--- src/rtl/cache_arbiter_if.sv ---
// cache_arbiter_if: icache, dcache and physical-memory line ports of the cache arbiter.
interface cache_arbiter_if #(
  parameter int ADDR_W = 32,
  parameter int LINE_W = 256
);
  logic              icache_read;
  logic [ADDR_W-1:0] icache_address;
  logic [LINE_W-1:0] icache_rdata;
  logic              icache_resp;
  logic              dcache_read;
  logic              dcache_write;
  logic [ADDR_W-1:0] dcache_address;
  logic [LINE_W-1:0] dcache_wdata;
  logic [LINE_W-1:0] dcache_rdata;
  logic              dcache_resp;
  logic              pmem_read;
  logic              pmem_write;
  logic [ADDR_W-1:0] pmem_address;
  logic [LINE_W-1:0] pmem_wdata;
  logic [LINE_W-1:0] pmem_rdata;
  logic              pmem_resp;
  modport slave (
    input  icache_read, icache_address, dcache_read, dcache_write, dcache_address, dcache_wdata,
           pmem_rdata, pmem_resp,
    output icache_rdata, icache_resp, dcache_rdata, dcache_resp,
           pmem_read, pmem_write, pmem_address, pmem_wdata
  );
  modport master (
    output icache_read, icache_address, dcache_read, dcache_write, dcache_address, dcache_wdata,
           pmem_rdata, pmem_resp,
    input  icache_rdata, icache_resp, dcache_rdata, dcache_resp,
           pmem_read, pmem_write, pmem_address, pmem_wdata
  );
endinterface

--- src/rtl/cache_arbiter.sv ---
// cache_arbiter: grants the memory line port to icache or dcache, one whole transaction at a time.
// CACHE_ARB_ROUND_ROBIN_EN selects round-robin contention instead of fixed dcache priority.
module cache_arbiter #(
  parameter int ADDR_W = 32,
  parameter int LINE_W = 256
) (
  input  logic            clk,
  input  logic            rst,
  cache_arbiter_if.slave  bus_io
);
  typedef enum logic [1:0] {IDLE, SERVE_I, SERVE_D} state_e;
  state_e            state_q, state_d;
  logic              last_grant_q, last_grant_d;
  logic              d_req, pick_d, serve_i, serve_d;
  logic [ADDR_W-1:0] addr_mux;
  logic [LINE_W-1:0] wdata_mux;
`ifdef CACHE_ARB_ROUND_ROBIN_EN
  assign pick_d = ~last_grant_q;
`else
  assign pick_d = 1'b1;
`endif
  always_ff @(posedge clk) begin
    if (rst) begin
      state_q      <= IDLE;
      last_grant_q <= 1'b1;
    end else begin
      state_q      <= state_d;
      last_grant_q <= last_grant_d;
    end
  end
  always_comb begin
    state_d      = state_q;
    last_grant_d = last_grant_q;
    d_req        = bus_io.dcache_read | bus_io.dcache_write;
    if (state_q == IDLE)
      state_d = (d_req & (pick_d | ~bus_io.icache_read)) ? SERVE_D :
                bus_io.icache_read ? SERVE_I : IDLE;
    else if (bus_io.pmem_resp) begin
      state_d      = IDLE;
      last_grant_d = (state_q == SERVE_D);
    end
  end
  // outputs are gated by rst so they read 0 during reset even before the first edge
  always_comb begin
    serve_i   = ~rst & (state_q == SERVE_I);
    serve_d   = ~rst & (state_q == SERVE_D);
    addr_mux  = serve_i ? bus_io.icache_address : serve_d ? bus_io.dcache_address : '0;
    wdata_mux = serve_d ? bus_io.dcache_wdata : '0;
  end
  assign bus_io.pmem_read    = serve_i | (serve_d & bus_io.dcache_read & ~bus_io.dcache_write);
  assign bus_io.pmem_write   = serve_d & bus_io.dcache_write;
  assign bus_io.pmem_address = addr_mux;
  assign bus_io.pmem_wdata   = wdata_mux;
  assign bus_io.icache_rdata = serve_i ? bus_io.pmem_rdata : '0;
  assign bus_io.icache_resp  = serve_i & bus_io.pmem_resp;
  assign bus_io.dcache_rdata = serve_d ? bus_io.pmem_rdata : '0;
  assign bus_io.dcache_resp  = serve_d & bus_io.pmem_resp;
endmodule
--- src/flat_wrapper.sv ---
// flat-port wrapper written by rule: the top's interface ports become plain ports
module cache_arbiter_flat 
#(
  parameter int ADDR_W = 32,
  parameter int LINE_W = 256
)
  (clk, rst, bus_io_icache_read, bus_io_icache_address, bus_io_dcache_read, bus_io_dcache_write, bus_io_dcache_address, bus_io_dcache_wdata, bus_io_pmem_rdata, bus_io_pmem_resp, bus_io_icache_rdata, bus_io_icache_resp, bus_io_dcache_rdata, bus_io_dcache_resp, bus_io_pmem_read, bus_io_pmem_write, bus_io_pmem_address, bus_io_pmem_wdata);
  cache_arbiter_if #(.ADDR_W(ADDR_W), .LINE_W(LINE_W)) bus_io_i ();
  input  logic clk;
  input  logic rst;
  input wire logic [$bits(bus_io_i.icache_read)-1:0] bus_io_icache_read;
  input wire logic [$bits(bus_io_i.icache_address)-1:0] bus_io_icache_address;
  input wire logic [$bits(bus_io_i.dcache_read)-1:0] bus_io_dcache_read;
  input wire logic [$bits(bus_io_i.dcache_write)-1:0] bus_io_dcache_write;
  input wire logic [$bits(bus_io_i.dcache_address)-1:0] bus_io_dcache_address;
  input wire logic [$bits(bus_io_i.dcache_wdata)-1:0] bus_io_dcache_wdata;
  input wire logic [$bits(bus_io_i.pmem_rdata)-1:0] bus_io_pmem_rdata;
  input wire logic [$bits(bus_io_i.pmem_resp)-1:0] bus_io_pmem_resp;
  output wire logic [$bits(bus_io_i.icache_rdata)-1:0] bus_io_icache_rdata;
  output wire logic [$bits(bus_io_i.icache_resp)-1:0] bus_io_icache_resp;
  output wire logic [$bits(bus_io_i.dcache_rdata)-1:0] bus_io_dcache_rdata;
  output wire logic [$bits(bus_io_i.dcache_resp)-1:0] bus_io_dcache_resp;
  output wire logic [$bits(bus_io_i.pmem_read)-1:0] bus_io_pmem_read;
  output wire logic [$bits(bus_io_i.pmem_write)-1:0] bus_io_pmem_write;
  output wire logic [$bits(bus_io_i.pmem_address)-1:0] bus_io_pmem_address;
  output wire logic [$bits(bus_io_i.pmem_wdata)-1:0] bus_io_pmem_wdata;
  assign bus_io_i.icache_read = bus_io_icache_read;
  assign bus_io_i.icache_address = bus_io_icache_address;
  assign bus_io_i.dcache_read = bus_io_dcache_read;
  assign bus_io_i.dcache_write = bus_io_dcache_write;
  assign bus_io_i.dcache_address = bus_io_dcache_address;
  assign bus_io_i.dcache_wdata = bus_io_dcache_wdata;
  assign bus_io_i.pmem_rdata = bus_io_pmem_rdata;
  assign bus_io_i.pmem_resp = bus_io_pmem_resp;
  assign bus_io_icache_rdata = bus_io_i.icache_rdata;
  assign bus_io_icache_resp = bus_io_i.icache_resp;
  assign bus_io_dcache_rdata = bus_io_i.dcache_rdata;
  assign bus_io_dcache_resp = bus_io_i.dcache_resp;
  assign bus_io_pmem_read = bus_io_i.pmem_read;
  assign bus_io_pmem_write = bus_io_i.pmem_write;
  assign bus_io_pmem_address = bus_io_i.pmem_address;
  assign bus_io_pmem_wdata = bus_io_i.pmem_wdata;
  cache_arbiter #(.ADDR_W(ADDR_W), .LINE_W(LINE_W)) u_core (.clk(clk), .rst(rst), .bus_io(bus_io_i));
endmodule
--- config.mk ---
export PLATFORM = sky130hd
export DESIGN_NAME = cache_arbiter_flat
export DESIGN_NICKNAME = d
export VERILOG_FILES = /design/src/rtl/cache_arbiter_if.sv /design/src/rtl/cache_arbiter.sv /design/src/flat_wrapper.sv
export SDC_FILE = /design/constraint.sdc
export NUM_CORES = 1
export LEC_CHECK = 0
export ABC_AREA = 1
export ABC_CLOCK_PERIOD_IN_PS = 1400
export CAP_MARGIN = 20
export CORE_AREA = 4 4 531 533
export DETAILED_ROUTE_END_ITERATION = 10
export DIE_AREA = 0 0 535 537
export GPL_ROUTABILITY_DRIVEN = 0
export HOLD_SLACK_MARGIN = 0.05
export SLEW_MARGIN = 20
export SYNTH_ARGS = -nofsm -noshare
export SYNTH_HDL_FRONTEND = slang
export SYNTH_SLANG_ARGS = --single-unit
--- constraint.sdc ---
create_clock -name clk -period 1.4 [get_ports clk]
set_input_delay 0.21 -clock clk [delete_from_list [all_inputs] [get_ports clk]]
set_output_delay 0.21 -clock clk [all_outputs]
set_load 0.01 [all_outputs]
======== Yosys cells after proc, flatten, opt, wreduce, memory -nomap -nowiden ========
Cells that the tools add are included.
word-level totals
  output and inout port bits .............. 804
  word-level logic and storage cells ...... 25
  input bits .............................. 582
  flip-flop bits (word level) ............. 2
operators by class
  bitwise logic cells ..................... 11
  reduce and logical (&&, ||, !) cells .... 2
  multiplexer cells ....................... 9
  equality and inequality tests ........... 2
operator list
  cell                                                              number
  256-bit 2-to-1 mux                                                3
  32-bit 2-to-1 mux                                                 2
  1-bit bitwise AND                                                 7
  2-bit 2-to-1 mux                                                  3
  2-bit by 1-bit == test with 1-bit output (second input constant)  1
  2-bit == test (second input constant)                             1
  2-bit zero test                                                   1
  1-bit NOT                                                         2
  1-bit OR                                                          2
  2-bit nonzero test                                                1
  1-bit 2-to-1 mux                                                  1

======== Depth between registers and ports, before layout ========
  word-level depth ........................ 5
  depth in mapped cells ................... 6
  gate-level depth less buffers ........... 5

======== Least setup slack after synthesis ========
OpenSTA, ideal clock, no wires.
  kind .................................... register -> output
  start ................................... register u_core.state_q[0]
  end ..................................... output port bus_io_pmem_address[25]
  path slack .............................. 0.016 ns
  arrival ................................. 1.174 ns
  required time ........................... 1.190 ns
  path buffers ............................ 3
  cell stages (with the launch flop) ...... 7
  cell sequence ........................... dfxtp_1 buf_2 inv_2 nand3_2 buf_2 buf_2 o21ai_0
on the way
  cells in the longest elaborated chain, start to end .. 4
  elaborated cells on any way between the ends .. 6
  classes of those cells .................. 2 x eq/ne; 2 x mux; 2 x bitwise
ends and longest elaborated chain
  element                 RTL line             source
  from (decl)             cache_arbiter.sv:12  state_e state_q, state_d;
  from (signal assigned)  cache_arbiter.sv:27  state_q <= state_d;
  2-bit == test           n/a
  1-bit bitwise AND       cache_arbiter.sv:46  serve_d = ~rst & (state_q == SERVE_D);
  32-bit 2-to-1 mux       cache_arbiter.sv:47  addr_mux = serve_i ? bus_io.icache_address : serve_d ? bus_io.dcache_address : '0;
  32-bit 2-to-1 mux *     cache_arbiter.sv:47
  to (decl)               flat_wrapper.sv:25   output wire logic [$bits(bus_io_i.pmem_address)-1:0] bus_io_pmem_address;
Mark *: on every way between the ends. The rest lies on a longest branch, timed or not.

======== Final worst setup path ========
  start ................................... register u_core.state_q[1]
  end ..................................... output port bus_io_icache_rdata[154]
on the way
  cells in the longest elaborated chain, start to end .. 3
ends and longest elaborated chain
  element                                   RTL line             source
  2-bit by 1-bit == test with 1-bit output  cache_arbiter.sv:45  serve_i = ~rst & (state_q == SERVE_I);
  1-bit bitwise AND                         cache_arbiter.sv:45
  256-bit 2-to-1 mux                        cache_arbiter.sv:54  assign bus_io.icache_rdata = serve_i ? bus_io.pmem_rdata : '0;
  to (decl)                                 flat_wrapper.sv:19   output wire logic [$bits(bus_io_i.icache_rdata)-1:0] bus_io_icache_rdata;
Every way passes these cells.

==> run summary <==
CP Max Fanout: 21
Post-synth EDFFs: 0
Total track usage: 0.157
Share of layout cells above drive strength 1: 0.310
Setup ws final: -784 ps
Final setup fails: 804
Num rows: 193
Initial Utilization: 0.0214
Worst Hold Slack: 529 ps
Mean Syn Cell Area: 3.95 µm²
GR Overflow Total: 0
Max FFs per register: 2
Htree depth: 1
Die X: 535 µm
Yosys warning count: 0
Pre-antenna DRT Iters: 5
Post-route ant nets: 0
Pin count of the biggest net entering global routing: 37
Post-Syn Nets: 2080
Most common cell after layout, fill and taps aside: nor2_1
Netlist cell types: 15
Core box area: 276000 µm²
Reg2reg end: u_core.state_q[0]$_SDFFE_PP0P_
Failing checks: setup timing
Worst Setup SP: u_core.state_q[1]$_SDFFE_PP0P_
Deepest clock path buffer count: 2
Initial antenna violation count: 207
Fin crit share: 1.56
Data required, critical path: 1190 ps
RSZ-0062 raised after global routing: yes
Worst Tran Pin Value: 595 ps
Final Max Tran Viols: 0
Sequential-to-total area share from yosys stat: 0.00677
Synth-to-Final Area Change: 377%
Sink Count: 2
CTS root buffer: clkbuf_16
CP Capture Point: bus_io_icache_rdata[154]
Die ar.: 287000 µm²
Vias per cell: 2.44
IO Port Bufs: 1385
Biggest area consumer among synthesized cells: nor2_1
PwrDens: 321 nW/µm²
Fin crit period: 2180 ps
Run status: finished with violations
DPL Wire Length: 227 mm
R2r startpoint: u_core.state_q[0]$_SDFFE_PP0P_
Netlist Area Pre-Place: 5920 µm²
Tot Pwr: 0.00906 W
CP Data Arrival Time: 1970 ps
Slew headroom: 0.603
First-pass GRT wire length: 270 mm
Synth area leaders: nor2_1 (49%), inv_1 (35%), buf_2 (5.3%)
WL/cell: 35.0 µm
Total CTS buffers: 3
Worst skew pair latency: 220 ps
Synth async-reset ratio: 0
Yosys top cell area share: 0.490
Fmax: 458 MHz
Worst reg-to-reg path cell count: 4
Synth Instances: 1498
Worst Setup Start Kind: flop
Max_cap viols: 0
TritonCTS clock tree: yes
# DRC: 0
Biggest register: u_core.state_q
DIE HEIGHT: 537 µm
Commonest non-fill, non-tap cells in the layout: nor2_1 (716), clkdlybuf4s50_1 (665), buf_4 (607)
Hold Vio Cnt, Final: 0
Leak pwr: 14.6 nW
Min-Delay Path Class: reg2reg
IO Count: 1386
FF-to-FF setup slack: 430 ps
Detailed Route Iter0 Violations: 880
Final core utilization: 0.102
Clock transition at path regs: 30 ps
Layout Skew: 1.06 ps
Number of synthesized register bits: 2
Worst vdd ir: 0.000263 V
Vias: 16726
Crit. End Element: output pin
Nets: 3706
Number of global-route vias before repair: 16071
Primary FF master, synth: dfxtp_1
Final wirelength: 241 mm
Biggest regs: u_core.state_q x2
Crit path kind: reg2out
## metrics by stage
| step | cells | TNS (ps) | setup slack [ps] | area [µm²] |
|---|---|---|---|---|
| final | 6867 | -431020 | -784 | 28200 |
| after global placement | 6784 | -676690 | -1190 | 27100 |
| after CTS | 6802 | -440760 | -751 | 27600 |
| after global routing | 6845 | -473490 | -810 | 28200 |
| after detailed placement | 6784 | -689580 | -1200 | 27100 |
| after floorplan | 1498 | 0 | 15.7 | 5920 |
## power breakdown
group	switching, W	internal (W)
Clock	0.0000690	0.000364
Sequential	0.00000929	0.0000621
Combinational	0.00468	0.00387
Total	0.00476	0.00430
## cells in the mapped netlist, types with 2 or more instances
cell and instances:
nor2_1 773, clkbuf_1 7, nand2_1 7, buf_1 3, buf_4 22, nand3_1 34
dfxtp_1 2, o21ai_1 10, inv_1 550, buf_2 63, o21ai_0 23
## timing repair
item | 4_1_cts | 5_1_grt
cloned | 3 | 11
gates resized for setup | 357 | 228
setup endpoints to repair | 804 | 804
pin swaps | 3 | 2
buffers inserted | 13 | 15
hold buffers | 0 | 0
## cell families after synthesis
kind of cell | count (synthesis) | share of synthesized area
buffers and inverters | 646 | 0.437
flip-flops | 2 | 0.00677
AND/OR/NAND/NOR | 817 | 0.528
AO/OA/AOI/OAI | 33 | 0.0279
## worst min path at each step
stage / startpoint / endpoint / slack (ps) / depth (start not counted)
finish: u_core.state_q[1]$_SDFFE_PP0P_ / u_core.state_q[1]$_SDFFE_PP0P_ / 530 / 2
global route: u_core.state_q[1]$_SDFFE_PP0P_ / u_core.state_q[1]$_SDFFE_PP0P_ / 530 / 2
CTS: u_core.state_q[1]$_SDFFE_PP0P_ / u_core.state_q[1]$_SDFFE_PP0P_ / 530 / 2
detailed placement: u_core.state_q[1]$_SDFFE_PP0P_ / u_core.state_q[1]$_SDFFE_PP0P_ / 570 / 2
global placement: u_core.state_q[1]$_SDFFE_PP0P_ / u_core.state_q[1]$_SDFFE_PP0P_ / 560 / 2
floorplan: bus_io_icache_read / u_core.state_q[0]$_SDFFE_PP0P_ / 400 / 4
## layout make-up
class	count	area, µm²
fillers	32367	248000
repair buffers	1716	17700
well taps	3705	4640
multi-input cells	850	3640
inverters	551	2070
diodes	40	100
clock buffers	3	75.1
flip-flops and latches	2	47.5
## critical path, stage by stage, from the launching register on
cell and delay (ps):
dfxtp_4 360, nor2_4 150, nand2_8 60, buf_12 200
clkbuf_16 260, nor2_1 90, clkdlybuf4s50_1 540
## metal layers
layer  routed length, µm  part of all wire  vias to the layer above  global-route usage
met5                 906            0.0038                        -             0.00296
met4                7930             0.033                      116              0.0345
met3               30000              0.12                      414              0.0822
met2              108000              0.45                     1375               0.256
met1               93800              0.39                     7578               0.181
li1                    -                 -                     7243                   -
Note: power is estimated with default switching activity, not from simulation.
